--- src/rtl/led_ctrl_pkg.sv ---
// rtl/led_ctrl_pkg.sv - mode codes and sizing helpers shared by the LED controller files
// Contents: mode_e display-mode codes, MODE_LAST, next_mode() press sequencing,
//           clog2() for counter sizing.
package led_ctrl_pkg;

  typedef enum logic [2:0] {
    MODE_OFF   = 3'd0,
    MODE_ON    = 3'd1,
    MODE_BLINK = 3'd2,
    MODE_CHASE = 3'd3,
    MODE_DIM   = 3'd4
  } mode_e;

  localparam logic [2:0] MODE_LAST = MODE_DIM;

  // Press sequence OFF -> ON -> BLINK -> CHASE -> DIM -> OFF; stray codes go to OFF.
  function automatic logic [2:0] next_mode(input logic [2:0] cur);
    case (cur)
      MODE_OFF:   next_mode = MODE_ON;
      MODE_ON:    next_mode = MODE_BLINK;
      MODE_BLINK: next_mode = MODE_CHASE;
      MODE_CHASE: next_mode = MODE_DIM;
      default:    next_mode = MODE_OFF;
    endcase
  endfunction

  // ceil(log2(n)), never less than 1 so a counter always has a bit.
  function automatic int clog2(input int n);
    int r;
    r = 1;
    for (int i = 1; i < 31; i++) begin
      if ((1 << i) < n) r = i + 1;
    end
    return r;
  endfunction

endpackage

--- src/rtl/pb_debounce.sv ---
// rtl/pb_debounce.sv - push-button synchroniser, debounce counter and press pulse
// Ports: clk       fabric clock
//        resetn    synchronous active-low reset
//        pb_n      raw asynchronous button, 0 = pressed
//        press     one-cycle pulse on each accepted released->pressed change
module pb_debounce
  import led_ctrl_pkg::*;
#(
  parameter int DEBOUNCE_CYCLES = 1000000
) (
  input  logic clk,
  input  logic resetn,
  input  logic pb_n,
  output logic press
);

  localparam int CW = clog2(DEBOUNCE_CYCLES + 1);
  localparam logic [CW-1:0] CNT_MAX = CW'(DEBOUNCE_CYCLES);

  logic          sync1;
  logic          sync2;
  logic          deb;
  logic [CW-1:0] cnt;

  always_ff @(posedge clk) begin
    if (!resetn) begin
      sync1 <= 1'b1;
      sync2 <= 1'b1;
      deb   <= 1'b1;
      cnt   <= '0;
      press <= 1'b0;
    end else begin
      sync1 <= pb_n;
      sync2 <= sync1;
      press <= 1'b0;
      if (sync2 == deb) begin
        cnt <= '0;
      end else if (cnt == CNT_MAX) begin
        // Level has disagreed long enough: accept it. Only the falling
        // (pressed) direction produces a pulse.
        deb   <= sync2;
        cnt   <= '0;
        press <= ~sync2;
      end else begin
        cnt <= cnt + 1'b1;
      end
    end
  end

endmodule

--- src/rtl/led_ctrl_multi.sv ---
// rtl/led_ctrl_multi.sv - one-button, multi-LED display-mode controller
// Ports: CLK     fabric clock
//        RESETn  synchronous active-low reset
//        PB_SW   raw asynchronous push button, 0 = pressed
//        LED     registered LED drive, 1 = lit
//        MODE    registered current mode code
//        PRESS   one-cycle pulse on each accepted press
module led_ctrl_multi
  import led_ctrl_pkg::*;
#(
  parameter int NUM_LEDS        = 2,
  parameter int DEBOUNCE_CYCLES = 1000000,
  parameter int TICK_CYCLES     = 12500000,
  parameter int PWM_BITS        = 4,
  parameter int PWM_DUTY        = 4
) (
  input  logic                CLK,
  input  logic                RESETn,
  input  logic                PB_SW,
  output logic [NUM_LEDS-1:0] LED,
  output logic [2:0]          MODE,
  output logic                PRESS
);

  localparam int TW = clog2(TICK_CYCLES);
  localparam logic [TW-1:0] TICK_MAX = TW'(TICK_CYCLES - 1);
  // One bit wider than the PWM counter so a duty of 2^PWM_BITS means always on.
  localparam logic [PWM_BITS:0] DUTY = (PWM_BITS + 1)'(PWM_DUTY);

  logic [TW-1:0]       tick_cnt;
  logic                tick;
  logic [2:0]          led_mode;   // mode the LED register currently displays
  logic [PWM_BITS-1:0] pwm_cnt;
  logic [PWM_BITS-1:0] pwm_nxt;
  logic [NUM_LEDS-1:0] rot;

  pb_debounce #(
    .DEBOUNCE_CYCLES(DEBOUNCE_CYCLES)
  ) u_pb_debounce (
    .clk    (CLK),
    .resetn (RESETn),
    .pb_n   (PB_SW),
    .press  (PRESS)
  );

  assign tick    = (tick_cnt == TICK_MAX);
  assign pwm_nxt = pwm_cnt + 1'b1;

  // Rotate left with MSB wrapping to bit 0; a single LED maps onto itself.
  always_comb begin
    rot = '0;
    for (int i = 0; i < NUM_LEDS; i++) begin
      rot[(i + 1) % NUM_LEDS] = LED[i];
    end
  end

  always_ff @(posedge CLK) begin
    if (!RESETn) begin
      MODE     <= MODE_OFF;
      led_mode <= MODE_OFF;
      LED      <= '0;
      tick_cnt <= '0;
      pwm_cnt  <= '0;
    end else begin
      if (MODE > MODE_LAST) begin
        MODE <= MODE_OFF;
      end else if (PRESS) begin
        MODE <= next_mode(MODE);
      end

      // Restart the step period whenever the mode is about to change.
      if (PRESS || (MODE > MODE_LAST) || tick) begin
        tick_cnt <= '0;
      end else begin
        tick_cnt <= tick_cnt + 1'b1;
      end

      // LEDs trail MODE by one cycle; a mismatch means "entering a new mode".
      if (MODE != led_mode) begin
        led_mode <= MODE;
        pwm_cnt  <= '0;
        case (MODE)
          MODE_ON, MODE_BLINK: LED <= '1;
          MODE_CHASE:          LED <= NUM_LEDS'(1);
          MODE_DIM:            LED <= {NUM_LEDS{DUTY != '0}};
          default:             LED <= '0;
        endcase
      end else begin
        pwm_cnt <= pwm_nxt;
        case (MODE)
          MODE_ON:    LED <= '1;
          // A tick that lands with a pending press is dropped; the new mode wins.
          MODE_BLINK: if (tick && !PRESS) LED <= ~LED;
          MODE_CHASE: if (tick && !PRESS) LED <= rot;
          MODE_DIM:   LED <= {NUM_LEDS{({1'b0, pwm_nxt} < DUTY)}};
          default:    LED <= '0;
        endcase
      end
    end
  end

endmodule

--- config.mk ---
export PLATFORM = sky130hd
export DESIGN_NAME = led_ctrl_multi
export DESIGN_NICKNAME = d
export VERILOG_FILES = /design/src/rtl/led_ctrl_pkg.sv /design/src/rtl/pb_debounce.sv /design/src/rtl/led_ctrl_multi.sv
export SDC_FILE = /design/constraint.sdc
export NUM_CORES = 1
export LEC_CHECK = 0
export CORE_MARGIN = 3
export CORE_UTILIZATION = 25
export CTS_CLUSTER_SIZE = 28
export DETAILED_ROUTE_END_ITERATION = 6
export GPL_TIMING_DRIVEN = 0
export PLACE_DENSITY = 0.36
export SYNTH_ARGS = -nofsm -noshare
export SYNTH_HDL_FRONTEND = slang
export SYNTH_SLANG_ARGS = --single-unit
--- constraint.sdc ---
create_clock -name CLK -period 2.1 [get_ports CLK]
set_input_delay 0.315 -clock CLK [delete_from_list [all_inputs] [get_ports CLK]]
set_output_delay 0.315 -clock CLK [all_outputs]
set_load 0.005 [all_outputs]
==> metrics, run 1 <==
hold crit path type=register to register; WP buf/inv=2; CP most frequent cell=buf_2; post-CTS setup buffer count=0; starting density of the core=0.2592; Pwr Density=755.3 nW/um2; initial antenna violation count=0; post-place setup slack=0.02682 ns; Synth Cell Area=2834 um2; layout cells sized above 1=0.08499; Final Critical Period=1.957 ns; Syn Area/Cell=8.614 um2; Syn Nets=336; crit path cell chain=ha_1 > and4_1 > buf_2 > nand3_1 > buf_2 > or4_1 > a21oi_1; maximum vdd drop=0.4028 mV; FF+latch count, synth=60; status=finished, final reports clean; relative slew slack=0.6930; CTS tree=yes; Final period util=0.9321; maxcap violations=0; Final ANT Viol Nets=0; Seq/Total Area, Yosys=0.4238; DRT iter0 DRCs=117; via/cell ratio=4.677; GRT Overall Usage=0.1094; Clock Latency Late Sink=0.33 ns; Fin Hold WS=0.4133 ns; First-pass DRT Iterations=4; ANT cells=0; GR Overflow Total=0; top achievable clock speed=510.9 MHz; RSZ-0062 raised after global routing=false; delay-heaviest family, CP=simple AND/OR/NAND/NOR gates; largest net degree at the start of global routing=11; Max stage delay cell, worst path=or4_1; Die X=112.5 um; via count=2306; clock sink total=60; detailed-placement wirelength estimate=4.476 mm; DR WL met2=2.898 mm; CP max FO=10; critical path class=register to register; total chip power=2541 uW; total core area=10940 um2; CP required=2.36 ns; Clock Path Buffers=2; DR top layer=met4; die area=12650 um2; CP max stage delay=0.48 ns; final hold vios=0; Post-Syn Instances=329; first-pass GRT wire length=11.09 mm; Slew Viols, Final=0; vias in the first global route=2288; IO Pins=9; final setup fails=0; crit start category=register; DP Cell Count=477; H-tree Lvls=3; Root Buffer Master=clkbuf_16; setup ws final=0.1425 ns; M1 WL=3.171 mm; TritonCTS buffer count=9; setup TNS=0 ns; Site Rows=38; Worst-Margin Slew=0.4563 ns; port buffer count=8; Worst Clk Skew=0.007390 ns; Worst EP arrival=2.22 ns; Layout area overhead=18.72%; Post-route DRC=0; Die Height=112.5 um; leakage power=0.001094 uW; GPL Wtd Cong=0.7161; final std cells w/o fill=493; routed len/inst=12.96 um; nets=355; Unique masters post-synth=46; met3 wire len=179 um; YS warnings=0; DRT Wirelength=6.390 mm; Clock transition at path regs=0.05 ns; nature of the critical path endpoint=register; fill count=1185
worst register-to-register path: stages (launching register included):
cell and delay [ns]:
dfxtp_1 0.34, ha_1 0.22, and4_1 0.20, buf_2 0.16, nand3_1 0.13, buf_2 0.21
or4_1 0.48, a21oi_1 0.15
power breakdown:
| group | switching (uW) | total [uW] | internal (uW) |
|---|---|---|---|
| Sequential | 8.18 | 1160 | 1150 |
| Clock | 501 | 1330 | 827 |
| Combinational | 30.7 | 52.3 | 21.6 |
| Total | 540 | 2540 | 2000 |
registers in the layout (all words and copies together), names as in the netlist:
register             cells
tick_cnt                24
u_pb_debounce.cnt       20
pwm_cnt                  4
MODE                     3
led_mode                 3
LED                      2
u_pb_debounce.deb        1
u_pb_debounce.press      1
u_pb_debounce.sync1      1
u_pb_debounce.sync2      1
cell type report:
class / instances / area, um2 / area share
plain buffers: 16 / 81.33 / 0.02417
clock buffers: 14 / 254.0 / 0.07549
clock inverters: 2 / 10.01 / 0.002975
inverters: 11 / 41.29 / 0.01227
multi-input cells: 242 / 1521 / 0.4522
flip-flops and latches: 60 / 1201 / 0.3570
well taps: 140 / 175.2 / 0.05206
repair buffers: 8 / 80.08 / 0.02380
cell usage after synthesis, drive strengths merged:
| cell type | number | share of area |
|---|---|---|
| nand3b | 2 | 0.0053 |
| nor4bb | 1 | 0.0035 |
| nor4 | 7 | 0.018 |
| a31o | 1 | 0.0031 |
| nand2b | 5 | 0.011 |
| or4 | 12 | 0.032 |
| a311oi | 1 | 0.0031 |
| clkbuf | 10 | 0.013 |
| ha | 4 | 0.018 |
| dfxtp | 60 | 0.42 |
| a32oi | 1 | 0.0031 |
| and2 | 5 | 0.011 |
| nand4 | 12 | 0.026 |
| buf | 6 | 0.015 |
| o21ba | 1 | 0.0035 |
| a41o | 1 | 0.0035 |
| a21oi | 20 | 0.035 |
| nand3 | 19 | 0.037 |
| or3 | 8 | 0.018 |
| nor4b | 2 | 0.0084 |
| o31ai | 11 | 0.029 |
| nand4b | 1 | 0.0031 |
| o21a | 2 | 0.0053 |
| and4 | 3 | 0.0093 |
| and3 | 8 | 0.018 |
| nand2 | 20 | 0.026 |
| or4b | 2 | 0.0071 |
| o21ai | 13 | 0.024 |
| a211oi | 3 | 0.0079 |
| nor2 | 39 | 0.052 |
| o311ai | 1 | 0.0031 |
| nor3 | 3 | 0.0053 |
| nor2b | 1 | 0.0022 |
| or3b | 2 | 0.0062 |
| xor2 | 12 | 0.037 |
| a211o | 1 | 0.0031 |
| inv | 11 | 0.015 |
| xnor2 | 17 | 0.053 |
| a21o | 1 | 0.0026 |
cells by family (layout without fill, tap and decap cells):
logic type                 count (synthesis)  count (layout)  share of synthesized area
adders and majority gates                  4               4                    0.01766
xor gates and xnor gates                  29              29                    0.08962
AOI/OAI and AO/OA                         57              57                     0.1272
buffers and inverters                     27              51                    0.04238
and+or+nand+nor                          152             152                     0.2993
DFF                                       60              60                     0.4238
stage by stage:
stage               utilization  instance area, um2
floorplan                     -                2834
global placement         0.2825                3089
detailed placement       0.2825                3089
CTS                      0.3066                3353
global route             0.3077                3364
finish                   0.3077                3364
routing by layer:
metal / vias to the layer above / GRT usage
met5: - / 0
met4: 0 / 0.04808
met3: 12 / 0.03612
met2: 15 / 0.1720
met1: 1056 / 0.1366
li1: 1223 / -
cell usage in the layout, fill, tap and decap left out, drive strengths merged, types with 2 or more instances in the layout:
master	instances
a211oi	3
clkbuf	23
o31ai	11
nand3	19
or3b	2
ha	4
nor4	7
xor2	12
nor3	3
o21a	2
nand2b	5
xnor2	17
nand4	12
nand2	20
buf	7
o21ai	13
and3	8
clkdlybuf4s50	8
or4b	2
clkinv	2
or3	8
nor2	39
and2	5
or4	12
and4	3
nand3b	2
a21oi	20
dfxtp	60
inv	11
nor4b	2
repair_timing:
action | in CTS | in global routing
hold buffers | 0 | 0
endpoints found under the hold margin | 0 | 0
gates resized for setup | 0 | 6
endpoints found under the setup margin | 0 | 31
path summary, 6_finish.rpt:
kind | from | endpoint | slack (ns) | cells past startpoint
max | tick_cnt[0] | tick_cnt[22] | 0.14 | 7
max reg2reg | tick_cnt[0] | tick_cnt[22] | 0.14 | 7
min | u_pb_debounce.sync1 | u_pb_debounce.sync2 | 0.41 | 1
min reg2reg | u_pb_debounce.sync1 | u_pb_debounce.sync2 | 0.41 | 1
(Power assumes the default switching activity.)
==> inputs of run 2 (changes only) <==
- ABC_AREA: unset -> 1
- CTS_BUF_LIST: unset -> sky130_fd_sc_hd__clkbuf_2
- clock period: 2.1 -> 2.5 ns (I/O delays scaled with it)
==> run 2 against run 1 <==
Effect of this change: synthesized cell count up 36%; setup slack better by 0.38 ns; utilization down 1.9 points; worst hold slack worse by 0.24 ns; sequential power down 16%; design area up 4.9%; synthesized area up 12%; non-clock buffer count down 10; critical path depth down 6; register-to-register slack better by 0.72 ns; via count up 18%; clock-buffer cell count down 2; largest power group is now sequential cells.
==> metrics, run 2 <==
Area contributors post-synth=dfxtp_1, nand2_1, nor2_1; via count=2726; # resized after CTS=0; highest-count cells in the layout ignoring fill and taps=nand2_1, nor2_1, dfxtp_1; final std cells w/o fill=640; Clock Latency Late Sink=0.52 ns; post-synthesis adder-cell area fraction=0.01577; nature of the critical path endpoint=primary output; hold-fix buffers at CTS=0; Fin Hold WS=0.1693 ns; Largest Register=tick_cnt; top-count cell post-synth=nand2_1; GPL Wtd Cong=0.8125; status=finished, final reports clean; total chip power=1515 uW; routed len/inst=11.64 um; hold crit path type=primary input to register; via/cell ratio=4.259; net load switching power=398.4 uW; Worst Clk Skew=0.01293 ns; Post-synth top flop=dfxtp_1; IO Pins=9; Pwr Density=429.2 nW/um2; Post-synth EDFFs=0; final instance area=3531 um2; TritonCTS buffer count=9; xor-xnor portion of the synthesized cell area=0.05242; Post-Syn Instances=449; detailed-placement wirelength estimate=5.505 mm; largest family of logic cells by synthesized area=simple AND/OR/NAND/NOR gates; switch share=0.2629; hold path start=RESETn; first-pass GRT wire length=13.01 mm; Clk pwr share=0.326; Max stage delay cell, worst path=clkdlybuf4s50_1; die area=14080 um2; commonest non-fill, non-tap cell in the layout=nand2_1; First-pass DRT Iterations=4; final setup fails=0; maxcap violations=0; critical path class=register to primary output; CTS tree=yes; vias in the first global route=2750; GR Overflow Total=0; Post-route DRC=0; Unique masters post-synth=37; Final period util=0.7898; port buffer count=7; CP required=2.12 ns; FF+latch count, synth=60; top achievable clock speed=506.4 MHz; DP Cell Count=624; Final ANT Viol Nets=0; delay-heaviest family, CP=buffers and inverters; Slew Viols, Final=0; Die X=118.7 um; Compound-Gate Fraction of Synth Area=0.04651; Site Rows=40; max reg flops=24; Flop pwr share=0.643; Clock transition at path regs=0.16 ns; Syn Nets=456; GRT Overall Usage=0.1167; Synth top cells by count=nand2_1, nor2_1, dfxtp_1; H-tree Lvls=3; Root Buffer Master=clkbuf_2; DRT iter0 DRCs=100; simple-gate share of the synthesized area=0.4233; Syn Area/Cell=7.070 um2; crit path cell chain=clkdlybuf4s50_1; starting density of the core=0.2599; nets=474; maximum vdd drop=0.1751 mV; largest net degree at the start of global routing=11; Worst-Margin Slew=0.3251 ns; CP max FO=7; Critical Path Source=MODE[2]; Synth top area share=0.3784; leakage power=0.001263 uW; Placed Area=3455 um2; final hold vios=0; total core area=12210 um2; mux cell area share after synthesis=0; layout cells sized above 1=0.1377; relative slew slack=0.7831; WP buf/inv=1; RSZ-0062 raised after global routing=false; Clock Path Buffers=2; fraction of registers with async set/reset=0; post-CTS setup buffer count=0; Worst EP arrival=1.60 ns; DRT Wirelength=7.447 mm; FF-to-FF Start=tick_cnt[0]; Final Critical Period=1.975 ns; setup TNS=0 ns; cell taking the most area after synthesis=dfxtp_1; Seq/Total Area, Yosys=0.3784; CP max stage delay=0.56 ns; initial antenna violation count=0; crit start category=register; YS warnings=0; ANT cells=0; clock sink total=60; Synth Cell Area=3174 um2; power share of the combinational group=0.030; Regs by FF count=tick_cnt: 24 flops, u_pb_debounce.cnt: 20 flops, pwm_cnt: 4 flops; Layout area overhead=11.23%; Die Height=118.7 um; internal power=1117 uW
-- run 2: changes by cell type in the layout (fill, tap and decap cells not counted), sizes merged, moves of 6 or more --
cell	delta
o21ai	-11
nand3	+9
inv	+46
or4	-12
or3	-8
nor4	-7
xnor2	-14
nand2	+97
clkbuf	-11
o31ai	-10
nor2	+45
and3	-6
nor3	+12
-- run 2: power groups by stage --
stage               Sequential [uW]  Combinational (uW)  Clock, uW
floorplan                       993                34.6          0
global placement                995                47.2          0
detailed placement              995                47.8          0
CTS                             975                48.0        542
global route                    977                55.0        580
finish                          975                46.0        495
-- run 2: cells by family after synthesis --
logic type	Yosys count
flops	60
buf+inv	64
xor+xnor	19
compound gates	26
fa+ha+maj	4
simple gates	276
-- run 2: layout make-up --
type / instances / area (um2)
tap: 168 / 210.2
sequential: 60 / 1201
fill: 1392 / 8681
clock buffer: 12 / 60.06
clock inverter: 4 / 16.27
multi-input combinational: 325 / 1708
buffer: 7 / 51.30
timing repair buffer: 7 / 70.07
inverter: 57 / 214.0
-- run 2: path summary, 6_finish.rpt --
check                        end  slack, ns  cells after the start
max                      MODE[2]       0.53                      1
min                  led_mode[2]       0.17                      3
max reg2reg         tick_cnt[12]       0.86                      9
min reg2reg  u_pb_debounce.sync2       0.44                      1
-- run 2: metrics by stage --
step / setup WS [ns] / util
2_1_floorplan: 1.115 / -
3_3_place_gp: 0.8533 / 0.2829
3_5_place_dp: 0.8411 / 0.2829
4_1_cts: 0.4404 / 0.2891
5_1_grt: 0.3927 / 0.2891
6_report: 0.5254 / 0.2891
-- run 2: routing by layer --
metal,vias up,share of wire,track usage
met5,-,0,0
met4,0,0.024,0.05793
li1,1457,-,-
met2,35,0.44,0.1787
met3,18,0.038,0.03876
met1,1216,0.50,0.1463
==> inputs of run 3 (changes only) <==
- PLACE_DENSITY: 0.36 -> 0.37
- clock period: 2.5 -> 1.65 ns (I/O delays scaled with it)
==> run 3 against run 2 <==
Effect of this change: sequential power rose by 51%; flip-flop and latch count did not move; clock skew rose by 0.00058 ns; clock power rose by 49%; power rose by 51%; setup slack got worse by 0.39 ns; utilization rose by 0.77 points; clock-buffer cell count did not move; routed wire length barely moved.
==> metrics, run 3 (same netlist as run 2, synthesis figures left out) <==
Largest Register=tick_cnt; Levels on crit path=8; Site Rows=40; Critical R2R Capture=u_pb_debounce.cnt[18]; first-pass GRT wire length=12.81 mm; DRT iter0 DRCs=166; clock sink total=60; relative slew slack=0.8191; DRT Wirelength=7.445 mm; Die Height=118.7 um; post-place setup slack=-0.006535 ns; layout cells sized above 1=0.1750; routed len/inst=11.49 um; via count=2766; detailed-placement wirelength estimate=5.493 mm; IO Pins=9; status=finished, final reports clean; WP buf/inv=0; Clock transition at path regs=0.16 ns; starting density of the core=0.2599; Regs by FF count=tick_cnt: 24 flops, u_pb_debounce.cnt: 20 flops, pwm_cnt: 4 flops; TritonCTS buffer count=9; Slew Viols, Final=0; vias in the first global route=2730; H-tree Lvls=3; CP max FO=7; crit path capture=u_pb_debounce.cnt[18]; CP required=2.06 ns; Critical Path Source=u_pb_debounce.cnt[0]; total core area=12210 um2; port buffer count=7; Worst-Margin Slew=0.2705 ns; nature of the critical path endpoint=register; Final ANT Viol Nets=0; Max stage delay cell, worst path=dfxtp_1; top achievable clock speed=660.5 MHz; setup ws final=0.1361 ns; GRT Overall Usage=0.1142; CTS tree=yes; CP max stage delay=0.45 ns; largest net degree at the start of global routing=11; nets=483; ANT cells=0; FF-to-FF Start=u_pb_debounce.cnt[0]; R2R setup slack=0.14 ns; hold crit path type=primary input to register; via/cell ratio=4.269; First-pass DRT Iterations=4; Post-route DRC=0; Worst Clk Skew=0.01350 ns; Final period util=0.9175; Clock Latency Late Sink=0.49 ns; setup TNS=0 ns; crit path cell chain=ha_1 > nand2_2 > nor2_4 > nand4_2 > nor2_1 > nand2_1 > nand2_1 > nor2_1; die area=14080 um2; Root Buffer Master=clkbuf_2; final hold vios=0; maxcap violations=0; maximum vdd drop=0.3052 mV; crit start category=register; delay-heaviest family, CP=simple AND/OR/NAND/NOR gates; initial antenna violation count=0; leakage power=0.001351 uW; highest-count cells in the layout ignoring fill and taps=nand2_1, nor2_1, inv_1; final setup fails=0; max reg flops=24; GR Overflow Total=0; commonest non-fill, non-tap cell in the layout=nand2_1; Die X=118.7 um; critical path class=register to register; Pwr Density=631.1 nW/um2; Worst Reg2Reg Path Length in Cells=8; Clock Path Buffers=2; Layout area overhead=14.19%; GPL Wtd Cong=0.8422; Final Critical Period=1.514 ns; Worst EP arrival=1.92 ns
run 3: cell types whose count changed in the layout (fill, tap and decap cells not counted), moves of 3 or more:
cell / previous run / this run
buf_4: 0 / 8
clkdlybuf4s50_1: 7 / 1
clkinv_1: 3 / 0
dfxtp_1: 60 / 52
dfxtp_2: 0 / 6
dlygate4sd2_1: 0 / 6
run 3: worst min-delay path by stage:
stage / cells past startpoint / start / endpoint
after floorplan: 1 / PB_SW / u_pb_debounce.sync1
after global placement: 1 / u_pb_debounce.sync1 / u_pb_debounce.sync2
after detailed placement: 1 / u_pb_debounce.sync1 / u_pb_debounce.sync2
after CTS: 3 / RESETn / led_mode[2]
after global routing: 2 / PB_SW / u_pb_debounce.sync1
final: 2 / PB_SW / u_pb_debounce.sync1
run 3: report_power, final:
group	switching (uW)	internal, uW
Clock	535	203
Combinational	44.7	31.0
Sequential	11.3	1460
run 3: area by class of cell:
type                       count  area, um2
sequential                    60       1216
multi-input combinational    325       1720
clock inverter                 3      15.01
inverter                      57      214.0
tap                          168      210.2
timing repair buffer          16      132.6
clock buffer                  12      60.06
buffer                         7      56.30
fill                        1372       8587
run 3: per-layer routing:
metal  share of wire  vias to the layer above  global-route usage
met2            0.45                       34              0.1837
met1            0.50                     1237              0.1434
met3           0.034                       15             0.03397
met5               0                        -                   0
met4           0.020                        0             0.04490
li1                -                     1480                   -
run 3: metrics by stage:
step / utilization / cell area (um2) / power, uW / hold WS (ns) / instances
finish: 0.2968 / 3625 / 2288 / 0.3044 / 648
global route: 0.2968 / 3625 / 2426 / 0.2620 / 648
CTS: 0.2925 / 3572 / 2366 / 0.001005 / 644
detailed placement: 0.2829 / 3455 / 1581 / 0.4016 / 624
global placement: 0.2829 / 3455 / 1579 / 0.3952 / 624
floorplan: - / 3174 / 1557 / 0.3541 / 449
run 3: repair_timing:
item                                   CTS  global route
hold buffers                             0             1
gates resized for setup                 14             7
setup endpoints to repair               14            43
pin swaps                                1             2
buffers inserted                         5             3
cloned                                   0             0
endpoints found under the hold margin    0             1
